==> src/rtl/alu_mem_pkg.sv <==
// Shared types and register map for the ALU register-bus command sequencer.
package alu_mem_pkg;

  // Sequencer states, in bus-access order.
  typedef enum logic [3:0] {
    ST_IDLE    = 4'd0,
    ST_WR_A    = 4'd1,
    ST_WR_B    = 4'd2,
    ST_WR_OP   = 4'd3,
    ST_WR_EXEC = 4'd4,
    ST_WAIT    = 4'd5,
    ST_RD_REQ  = 4'd6,
    ST_RD_CAP  = 4'd7,
    ST_RSP     = 4'd8
  } state_t;

  // ALU slave register map.
  localparam int REG_A    = 0;
  localparam int REG_B    = 1;
  localparam int REG_OPER = 2;
  localparam int REG_CTRL = 3;

  // Bit position in REG_CTRL that triggers execution.
  localparam int EXEC_BIT = 0;

  // Opcode width.
  localparam int OPER_W = 3;

endpackage

==> src/rtl/alu_mem_seq_if.sv <==
// Register bus between the sequencer (master) and the ALU register slave.
interface alu_mem_seq_if #(
  parameter int ADDR_WIDTH = 2,
  parameter int DATA_WIDTH = 8
);

  logic                  enable;
  logic                  rd_wr;
  logic [ADDR_WIDTH-1:0] addr;
  logic [DATA_WIDTH-1:0] wr_data;
  logic [DATA_WIDTH-1:0] rd_data;

  modport master (
    output enable,
    output rd_wr,
    output addr,
    output wr_data,
    input  rd_data
  );

  modport slave (
    input  enable,
    input  rd_wr,
    input  addr,
    input  wr_data,
    output rd_data
  );

endinterface

==> src/rtl/alu_mem_seq.sv <==
// Command sequencer: one ALU operation per command, executed over the
// register bus as write A, write B, write oper, write exec, wait, read result.
//
// state      | meaning
// -----------+-------------------------------------------------
// ST_IDLE    | cmd_ready high, waiting for a command
// ST_WR_A    | bus write of operand A to REG_A
// ST_WR_B    | bus write of operand B to REG_B
// ST_WR_OP   | bus write of zero-extended opcode to REG_OPER
// ST_WR_EXEC | bus write of the exec bit to REG_CTRL
// ST_WAIT    | EXEC_WAIT idle cycles while the ALU computes
// ST_RD_REQ  | bus read strobe on REG_CTRL
// ST_RD_CAP  | slave returns data; captured into rsp_data
// ST_RSP     | rsp_valid high, holding until the consumer takes it
module alu_mem_seq
  import alu_mem_pkg::*;
#(
  parameter int ADDR_WIDTH = 2,
  parameter int DATA_WIDTH = 8,
  parameter int EXEC_WAIT  = 2
) (
  input  logic                  clk,
  input  logic                  reset,
  input  logic                  cmd_valid,
  output logic                  cmd_ready,
  input  logic [DATA_WIDTH-1:0] cmd_a,
  input  logic [DATA_WIDTH-1:0] cmd_b,
  input  logic [OPER_W-1:0]     cmd_oper,
  output logic                  rsp_valid,
  input  logic                  rsp_ready,
  output logic [DATA_WIDTH-1:0] rsp_data,
  output logic                  busy,
  alu_mem_seq_if.master         bus
);

  // Wait counter counts down from EXEC_WAIT-1 to zero; sized for at least 1 bit.
  localparam int CNT_W     = (EXEC_WAIT > 1) ? $clog2(EXEC_WAIT) : 1;
  localparam int WAIT_LOAD = (EXEC_WAIT > 0) ? EXEC_WAIT - 1 : 0;

  state_t                state_q, state_d;
  logic [DATA_WIDTH-1:0] a_q, b_q;
  logic [OPER_W-1:0]     oper_q;
  logic [CNT_W-1:0]      cnt_q;
  logic [DATA_WIDTH-1:0] rsp_data_q;

  logic                  enable_c;
  logic                  rd_wr_c;
  logic [ADDR_WIDTH-1:0] addr_c;
  logic [DATA_WIDTH-1:0] wr_data_c;
  logic                  rsp_valid_c;
  logic                  cmd_hs;

  // Gated by reset so cmd_ready reads low for the whole reset assertion.
  assign cmd_ready = (state_q == ST_IDLE) && reset;
  assign cmd_hs    = cmd_valid && (state_q == ST_IDLE);
  assign busy      = (state_q != ST_IDLE);
  assign rsp_valid = rsp_valid_c;
  assign rsp_data  = rsp_data_q;

  assign bus.enable  = enable_c;
  assign bus.rd_wr   = rd_wr_c;
  assign bus.addr    = addr_c;
  assign bus.wr_data = wr_data_c;

  // State register.
  always_ff @(posedge clk or negedge reset) begin
    if (!reset) begin
      state_q <= ST_IDLE;
    end else begin
      state_q <= state_d;
    end
  end

  // Command capture, wait down-counter and result capture.
  always_ff @(posedge clk or negedge reset) begin
    if (!reset) begin
      a_q        <= '0;
      b_q        <= '0;
      oper_q     <= '0;
      cnt_q      <= '0;
      rsp_data_q <= '0;
    end else begin
      if (cmd_hs) begin
        a_q    <= cmd_a;
        b_q    <= cmd_b;
        oper_q <= cmd_oper;
      end
      if (state_q == ST_WR_EXEC) begin
        cnt_q <= CNT_W'(WAIT_LOAD);
      end else if ((state_q == ST_WAIT) && (cnt_q != '0)) begin
        cnt_q <= cnt_q - CNT_W'(1);
      end
      if (state_q == ST_RD_CAP) begin
        rsp_data_q <= bus.rd_data;
      end
    end
  end

  // Next-state and bus/response outputs; bus fields are zero when idle.
  always_comb begin
    state_d     = state_q;
    enable_c    = 1'b0;
    rd_wr_c     = 1'b0;
    addr_c      = '0;
    wr_data_c   = '0;
    rsp_valid_c = 1'b0;
    case (state_q)
      ST_IDLE: begin
        if (cmd_valid) state_d = ST_WR_A;
      end
      ST_WR_A: begin
        enable_c  = 1'b1;
        rd_wr_c   = 1'b1;
        addr_c    = ADDR_WIDTH'(REG_A);
        wr_data_c = a_q;
        state_d   = ST_WR_B;
      end
      ST_WR_B: begin
        enable_c  = 1'b1;
        rd_wr_c   = 1'b1;
        addr_c    = ADDR_WIDTH'(REG_B);
        wr_data_c = b_q;
        state_d   = ST_WR_OP;
      end
      ST_WR_OP: begin
        enable_c  = 1'b1;
        rd_wr_c   = 1'b1;
        addr_c    = ADDR_WIDTH'(REG_OPER);
        wr_data_c = DATA_WIDTH'(oper_q);
        state_d   = ST_WR_EXEC;
      end
      ST_WR_EXEC: begin
        enable_c            = 1'b1;
        rd_wr_c             = 1'b1;
        addr_c              = ADDR_WIDTH'(REG_CTRL);
        wr_data_c[EXEC_BIT] = 1'b1;
        state_d             = (EXEC_WAIT == 0) ? ST_RD_REQ : ST_WAIT;
      end
      ST_WAIT: begin
        if (cnt_q == '0) state_d = ST_RD_REQ;
      end
      ST_RD_REQ: begin
        enable_c = 1'b1;
        addr_c   = ADDR_WIDTH'(REG_CTRL);
        state_d  = ST_RD_CAP;
      end
      ST_RD_CAP: begin
        state_d = ST_RSP;
      end
      ST_RSP: begin
        rsp_valid_c = 1'b1;
        if (rsp_ready) state_d = ST_IDLE;
      end
      default: begin
        state_d = ST_IDLE;
      end
    endcase
  end

endmodule

==> src/flat_wrapper.sv <==
// flat-port wrapper written by rule: the top's interface ports become plain ports
module alu_mem_seq_flat import alu_mem_pkg::*;
#(
  parameter int ADDR_WIDTH = 2,
  parameter int DATA_WIDTH = 8,
  parameter int EXEC_WAIT  = 2
)
  (clk, reset, cmd_valid, cmd_ready, cmd_a, cmd_b, cmd_oper, rsp_valid, rsp_ready, rsp_data, busy, bus_enable, bus_rd_wr, bus_addr, bus_wr_data, bus_rd_data);
  alu_mem_seq_if #(.ADDR_WIDTH(ADDR_WIDTH), .DATA_WIDTH(DATA_WIDTH)) bus_i ();
  input  logic clk;
  input  logic reset;
  input  logic cmd_valid;
  output logic cmd_ready;
  input  logic [DATA_WIDTH-1:0] cmd_a;
  input  logic [DATA_WIDTH-1:0] cmd_b;
  input  logic [OPER_W-1:0] cmd_oper;
  output logic rsp_valid;
  input  logic rsp_ready;
  output logic [DATA_WIDTH-1:0] rsp_data;
  output logic busy;
  output wire logic [$bits(bus_i.enable)-1:0] bus_enable;
  output wire logic [$bits(bus_i.rd_wr)-1:0] bus_rd_wr;
  output wire logic [$bits(bus_i.addr)-1:0] bus_addr;
  output wire logic [$bits(bus_i.wr_data)-1:0] bus_wr_data;
  input wire logic [$bits(bus_i.rd_data)-1:0] bus_rd_data;
  assign bus_enable = bus_i.enable;
  assign bus_rd_wr = bus_i.rd_wr;
  assign bus_addr = bus_i.addr;
  assign bus_wr_data = bus_i.wr_data;
  assign bus_i.rd_data = bus_rd_data;
  alu_mem_seq #(.ADDR_WIDTH(ADDR_WIDTH), .DATA_WIDTH(DATA_WIDTH), .EXEC_WAIT(EXEC_WAIT)) u_core (.clk(clk), .reset(reset), .cmd_valid(cmd_valid), .cmd_ready(cmd_ready), .cmd_a(cmd_a), .cmd_b(cmd_b), .cmd_oper(cmd_oper), .rsp_valid(rsp_valid), .rsp_ready(rsp_ready), .rsp_data(rsp_data), .busy(busy), .bus(bus_i));
endmodule
==> config.mk <==
export PLATFORM = sky130hd
export DESIGN_NAME = alu_mem_seq_flat
export DESIGN_NICKNAME = d
export VERILOG_FILES = /design/src/rtl/alu_mem_pkg.sv /design/src/rtl/alu_mem_seq_if.sv /design/src/rtl/alu_mem_seq.sv /design/src/flat_wrapper.sv
export SDC_FILE = /design/constraint.sdc
export NUM_CORES = 1
export LEC_CHECK = 0
export ABC_CLOCK_PERIOD_IN_PS = 4600
export CORE_MARGIN = 5
export CORE_UTILIZATION = 30
export CTS_CLUSTER_DIAMETER = 200
export CTS_CLUSTER_SIZE = 40
export DETAILED_ROUTE_END_ITERATION = 10
export PLACE_DENSITY = 0.67
export SYNTH_ARGS = -nofsm -noshare
export SYNTH_HDL_FRONTEND = slang
export SYNTH_SLANG_ARGS = --single-unit
==> constraint.sdc <==
create_clock -name clk -period 4.6 [get_ports clk]
set_input_delay 1.15 -clock clk [delete_from_list [all_inputs] [get_ports clk]]
set_output_delay 1.15 -clock clk [all_outputs]
set_load 0.02 [all_outputs]
==> results of run 1 <==
-- layout make-up --
class	instances	share of cell area
Multi-Input combinational cell	80	0.307
Inverter	1	0.00167
Tap cell	70	0.0390
Clock inverter	1	0.0134
Clock buffer	7	0.0429
Timing Repair Buffer	54	0.240
Sequential cell	32	0.357
-- final timing paths --
path / startpoint / end / slack [ns] / cells after the start
worst max-delay path: u_core.state_q[0] / bus_wr_data[0] / 0.86 / 4
worst min-delay path: u_core.rsp_data[3] / u_core.rsp_data[3] / 0.50 / 1
worst max register to register: u_core.state_q[0] / u_core.a_q[2] / 2.96 / 3
worst min register to register: u_core.rsp_data[3] / u_core.rsp_data[3] / 0.50 / 1
max in group asynchronous: reset / u_core.b_q[7] / 3.02 / 2
min in group asynchronous: reset / u_core.rsp_data[5] / 1.29 / 2
-- worst reg2reg max path, stage by stage, from the launching register on --
cell and delay, ns:
dfrtp_1 0.59, nor2_4 0.23, nand3_4 0.30, mux2_4 0.41
-- report_power, final --
| part | switching (mW) | total (mW) | internal [mW] | leakage, nW |
|---|---|---|---|---|
| Sequential | 0.133 | 0.558 | 0.424 | 0.381 |
| Clock | 0.103 | 0.294 | 0.191 | 0.0645 |
| Combinational | 0.377 | 0.850 | 0.472 | 0.512 |
-- metal layers --
metal	global-route usage	up-vias	wire, microns
met5	0	-	0
met4	0.0405	0	43
met3	0.0548	4	312
met2	0.183	40	1580
met1	0.135	541	1470
li1	-	533	-
-- metrics by stage --
stage / utilization / std cells
CTS: 0.445 / 245
detailed placement: 0.420 / 237
global route: 0.445 / 245
floorplan: - / 120
finish: 0.445 / 245
global placement: 0.420 / 237
-- placed cells by master, fill, tap and decap left out, types with 2 or more instances in the layout --
master           netlist  layout
nor2b_1                3       3
dfrtp_1               32      32
nand2_1                7       7
clkbuf_8               0       7
o21ai_0                2       2
nor3_1                 4       4
clkdlybuf4s50_1        0      53
nor2_1                 9       9
mux2_2                20      20
mux2_4                10      10
a22oi_1                7       7
a21oi_1                4       4
-- sequential cells by signal (all words and copies together) (netlist names) --
signal / flops
u_core.a_q: 8
u_core.b_q: 8
u_core.rsp_data: 8
u_core.state_q: 4
u_core.oper_q: 3
u_core.cnt_q: 1
-- logic make-up after synthesis --
family | after synthesis | share of synthesized area
flip-flops | 32 | 0.522
buffers and inverters | 8 | 0.0294
AND/OR/NAND/NOR | 34 | 0.136
multiplexers | 30 | 0.245
AO/OA/AOI/OAI | 16 | 0.0677
==> results by stage, run 1 <==
Synth:
- The number of distinct library cell variants in the gate-level netlist after synthesis is 29.
- The post-synth design cell area is 1530 sq um.
- The share of Yosys cell area claimed by the top area cell type is 0.522.
- The async set or reset register ratio after synthesis is 1.00.
- The average footprint of a synthesized cell is 12.8 sq um.
- The most numerous cell in the Yosys netlist is dfrtp_1.
- In the synthesized netlist, the cells that appear most often are 32 x dfrtp_1, 20 x mux2_2, 10 x mux2_4.
- Ranked by total cell area, the synthesized netlist is headed by dfrtp_1 52%, mux2_2 15%, mux2_4 9.8%, a22oi_1 3.4%, nor2_1 2.2%.
- The number of instances in the synthesized netlist is 120.
- The cell accounting for the most synthesized area is dfrtp_1.
- The number of warnings issued by yosys is 0.
- The post-synthesis register bit count is 32.
- The synthesized net count is 151.
- The sequential share of the synthesized area is 0.522.
- The number of enable-type register cells in the synthesized netlist is 0.
- The most used flip-flop cell after synthesis is dfrtp_1.

Global route:
- The total global-route track usage is 0.115.
- The initial antenna violation count was 0.
- The via count of the first global-routing pass is 1231.
- The first global-routing pass estimated 5780 microns of wire.
- The total overflow reported by the global router is 0.
- Entering global routing, the biggest net connects 33 pins.

Worst setup path:
- Along the worst path, the maximum fanout reaches 14.
- The cell class contributing the biggest share of worst-path delay is simple AND/OR/NAND/NOR gates.
- In this design, the stage delay of the slowest critical-path cell is 0.70 ns.
- STA classifies the critical path startpoint as a flop.
- The critical path start-end classification is flop to output port.
- The arrival time reported for the critical path endpoint is 2.59 ns.
- The data required time at the worst endpoint is 3.45 ns.
- The worst setup path is captured at an output port.
- The number of buffers and inverters on the critical path is 1.
- The master of the slowest instance on the critical path is dfrtp_1.
- The critical path goes through nor2b_1 > a221oi_1 > nor3_1 > clkdlybuf4s50_1.

Placed design:
- The pre-CTS setup slack is 1.07 ns.
- During placement, the flow inserted port buffers numbering 53.
- The wire-length estimate of the detail-placed layout is 2470 microns.
- Routability-driven placement finished with a final weighted congestion of 0.711.
- After detailed placement, the total cell area comes to 2120 sq um.

Worst hold path:
- The class of the tightest hold or removal check is flop to flop.

STA:
- The count of pins over their slew limit was 0.
- At the pin with the least slew margin, the transition time is 0.593 ns.
- The final number of setup-violating endpoints is 0.
- The final worst clock skew is 0.00391 ns.
- The smallest clock period supported by the final layout is computed as 3.74 ns.
- After routing, the total negative slack on setup checks comes to 0 ns.
- The worst hold margin is 0.504 ns.
- The final number of hold-violating endpoints was 0.
- In the finished design, the share of the clock period the worst path needs comes to 0.814.
- In this run the tightest slew margin relative to its limit is 0.604.
- Setup repair after global routing left no endpoint under its margin.
- Static timing analysis puts the maximum clock frequency at 267 MHz.
- Setup slack closes at 0.856 ns.

Floorplan:
- For this configuration, the core starts out at a cell density of 0.304.
- In this run the vertical extent of the chip is 81.5 microns.
- The number of ports placed on the die boundary is 54.
- The horizontal die dimension is 81.5 microns.
- The die covers 6640 sq um.
- The floorplan row count is 26.
- The floorplan core area is 5040 sq um.

Detailed routing:
- The count of routing violations after the opening detailed-route iteration is 29.
- In the routed layout, each cell is associated on average with a via count of 4.56.
- Once detail routing completed, the nets flagged for antenna violations numbered 0.
- The number of iterations in the first detailed-routing pass is 4.
- The total vias in the final route is 1118.
- For this block, the routed nets add up to 3410 microns of wire.
- After detailed routing, the average wire length per cell comes to 13.9 microns.
- The count of unresolved DRC violations after routing is 0.

Run:
- The number of max-cap violations is 0.

Finish:
- The number of filler cells placed in the layout is 494.
- The growth of design area from synthesis to finish is 46.3%.
- Summing all multi-input logic gate instances after layout gives 688 sq um.
- The area taken by flip-flops and latches is 801 sq um.
- The net count of the finished layout is 205.
- After routing the design area is 2240 sq um.
- The number of diodes is 0.
- Of the cells placed in the final design, the portion with a size suffix greater than 1 is 0.257.

Clock network:
- After clock tree synthesis, the flow added hold-fix buffers numbering 0.
- The total setup buffers inserted after CTS is 0.
- The number of clock buffers added by TritonCTS is 5.
- The CTS tree is done.
- CTS built an H-tree with a depth of 2.
- The clock net sink count is 32.
- The latest clock arrival within the worst-skew pair is 0.28 ns.
- The CTS root buffer is clkbuf_8.
- The post-cts gate resize count is 0.
- The clock-pin transition on the worst setup and hold timing paths is 0.07 ns.
- Counting along the longest clock path gives a buffer depth of 2.

Pwr:
- For this design the static power due to leakage is 0.958 nW.
- The total power per unit cell area is 758 nW/um^2.
- The completed layout was analyzed and its total power is 1.70 mW.
- The maximum VDD drop is 0.335 mV.

Status:
- The run finished with clean final reports.
Note: power is estimated with default switching activity, not from simulation.
==> run 2, diff against run 1 <==
ABC_CLOCK_PERIOD_IN_PS = 3650   (was 4600)
clock period = 3.65 ns   (was 4.6 ns; I/O delays follow)
==> run 2 against run 1 <==
  * Hold slack improved by 0.0022 ns
  * Clock power up 12%
  * Design area fell by 0.50%
  * Worst setup slack worse by 0.43 ns
  * Sequential share of layout area rose by 0.18 points
  * Total power increased by 24%
  * Cell count grew 0.41%
  * Register-to-register slack worse by 0.95 ns
  * Sequential power up 26%
  * Flip-flop and latch count unchanged
  * Combinational power up 27%
  * Clock-buffer cell count fell by 1
  * Critical endpoint unchanged
  * Largest cell class unchanged
==> results by stage, run 2 (synthesis results as in run 1) <==
Clock network:
- Counting along the longest clock path gives a buffer depth of 2.
- The CTS root buffer is clkbuf_8.
- For this design, the CTS-stage hold fixing added 0 buffers.
- The post-cts gate resize count is 0.
- TritonCTS built the clock tree.
- The later pin in the worst-skew pair is clocked with a latency of 0.28 ns.
- After clock tree synthesis, the clock-pin slew on the worst setup and hold paths is 0.07 ns.
- The number of buffers created by CTS is 5.
- The clock tree synthesis step divided the H-tree into 2 levels.
- Buffers added to address setup during post-CTS repair amount to 0.
- The clock net sink count is 32.

STA:
- The final number of hold-violating endpoints came to 0.
- The share of the clock period used by the worst path is 0.882.
- Derived from the worst setup path, the maximum achievable clock frequency is 310 MHz.
- Setup violations remaining at the end of the flow were counted as 0.
- Setup total negative slack on the finished layout was measured at 0 ns.
- The relative slew slack is 0.610.
- The worst hold margin is 0.506 ns.
- The post-route minimum period is 3.22 ns.
- Setup repair after global routing left no endpoint under its margin.
- The slew of the pin with the lowest slew margin is 0.584 ns.
- The final worst clock skew is 0.0116 ns.
- The count of pins over their slew limit is 0.

Worst setup path:
- The arrival time reported for the critical path endpoint is 2.31 ns.
- The data required time at the worst endpoint is 2.74 ns.
- The worst setup path is launched from a flop.
- The master of the slowest instance on the critical path is dfrtp_1.
- Of all nets on the critical path, the largest fanout is 14.
- The type of element capturing the critical path is an output port.
- The biggest cell delay along the critical path is 0.71 ns.
- The critical path start-end classification is flop to output port.
- The signal on the critical path passes through nor2b_1 > buf_4 > a221oi_1 > nor3_1 > clkdlybuf4s50_1.

Floorplan:
- The die area is 6640 sq um.
- The height of the chip is 81.5 microns.
- In this run the count of I/O pins placed on the die edge is 54.
- The horizontal die dimension is 81.5 microns.
- The initial utilization of the core area, before any placement, comes to 0.304.
- The floorplan core area is 5040 sq um.
- The floorplan row count is 26.

Global route:
- For this run the aggregate overflow at the end of global routing stands at 0.
- The first-pass GRT wire length is 5520 microns.
- The via count of the first global-routing pass came to 1170.
- For this run, the total global-route usage over all layers was measured as 0.107.
- The initial antenna violation count is 0.
- Entering global routing, the biggest net connects 33 pins.

Detailed routing:
- The number of iterations in the first detailed-routing pass is 5.
- The count of routing violations after the opening detailed-route iteration is 53.
- Dividing the detail-routed wire length by the instance count gives 13.3 microns.
- The final layout contains routed wiring with a total length of 3270 microns.
- Dividing the detail-routed via count by the number of cells gives 4.54.
- The count of nets left with antenna violations after detail routing is 0.
- The total vias in the final route is 1118.
- For this run, design rule violations remaining after detail routing come to 0.

Placed design:
- The number of placed instances, taps included, is 238.
- Once detailed placement completed, the half-perimeter wirelength came to 2430 microns.
- The congestion estimate from routability-driven global placement came to 0.700.
- Input and output buffers added on the ports amount to 53.

Finish:
- The number of antenna diodes in the final layout is 0.
- The layout cell share with drive strength beyond 1 is 0.256.
- The filler cells instantiated in the layout total 473.
- The final layout contains 206 nets.
- From synthesis to final layout, the design area changed by 45.6%.
- The post-layout utilization of the core is 0.443.
- Leaving out fill and tap cells, the most frequent cells in the layout are 53 x clkdlybuf4s50_1, 32 x dfrtp_1, 20 x mux2_2.
- The commonest non-fill, non-tap cell in the layout is clkdlybuf4s50_1.
- After the flow finishes, the layout carries non-filler instances totaling 246.

Worst hold path:
- The path class of the tightest hold or removal check is flop to flop.

Pwr:
- The total power per unit cell area is 945 nW/um^2.
- The maximum VDD drop is 0.508 mV.
- The total power is 2.11 mW.
- The leakage power is 0.954 nW.

Run:
- The number of max-cap violations is 0.

Status:
- The flow ran to the end, and the final reports show no timing, DRC or antenna violations.
==> run 2: final cells by class <==
cell class / instances / area [sq um] / share of cell area
Clock buffer: 6 / 72.6 / 0.0325
Clock inverter: 2 / 35.0 / 0.0157
Inverter: 1 / 3.75 / 0.00168
Multi-Input combinational cell: 80 / 688 / 0.308
Sequential cell: 32 / 801 / 0.359
Tap cell: 70 / 87.6 / 0.0392
Timing Repair Buffer: 55 / 546 / 0.244
==> run 2: worst max-delay path, delay by kind of cell, from the launching register on <==
family	cells	cell delay [ns]
buffers and inverters	2	0.82
AOI/OAI and AO/OA	1	0.09
and+or+nand+nor	2	0.40
DFF	1	0.71
==> run 2: where the power goes <==
| part | switching [mW] | internal (mW) | total [mW] | leakage (nW) |
|---|---|---|---|---|
| logic | 0.478 | 0.603 | 1.08 | 0.517 |
| clock network | 0.125 | 0.202 | 0.328 | 0.0552 |
| registers | 0.167 | 0.535 | 0.702 | 0.381 |
| total | 0.770 | 1.34 | 2.11 | 0.954 |
==> run 2: worst paths after layout <==
kind                       depth (start not counted)  slack [ns]                from                 end
setup / recovery                                   5        0.43   u_core.state_q[0]      bus_wr_data[0]
hold / removal                                     1        0.51  u_core.rsp_data[1]  u_core.rsp_data[1]
setup reg to reg                                   3        2.01   u_core.state_q[0]       u_core.b_q[0]
hold reg to reg                                    1        0.51  u_core.rsp_data[1]  u_core.rsp_data[1]
max in group asynchronous                          2        2.31               reset  u_core.rsp_data[3]
min in group asynchronous                          2        1.05               reset       u_core.b_q[5]
==> run 2: routing by layer <==
layer,vias to the layer above,global-route usage,routed length (microns)
li1,536,-,-
met1,542,0.136,1380
met2,37,0.160,1530
met3,3,0.0570,345
met4,0,0.0253,23
met5,-,0,0
==> run 2: stage by stage <==
stage,setup WS (ns),cell area [sq um]
after global placement,0.594,2130
final,0.429,2230
after detailed placement,0.589,2130
after floorplan,1.39,1530
after global routing,0.221,2230
after CTS,0.398,2230
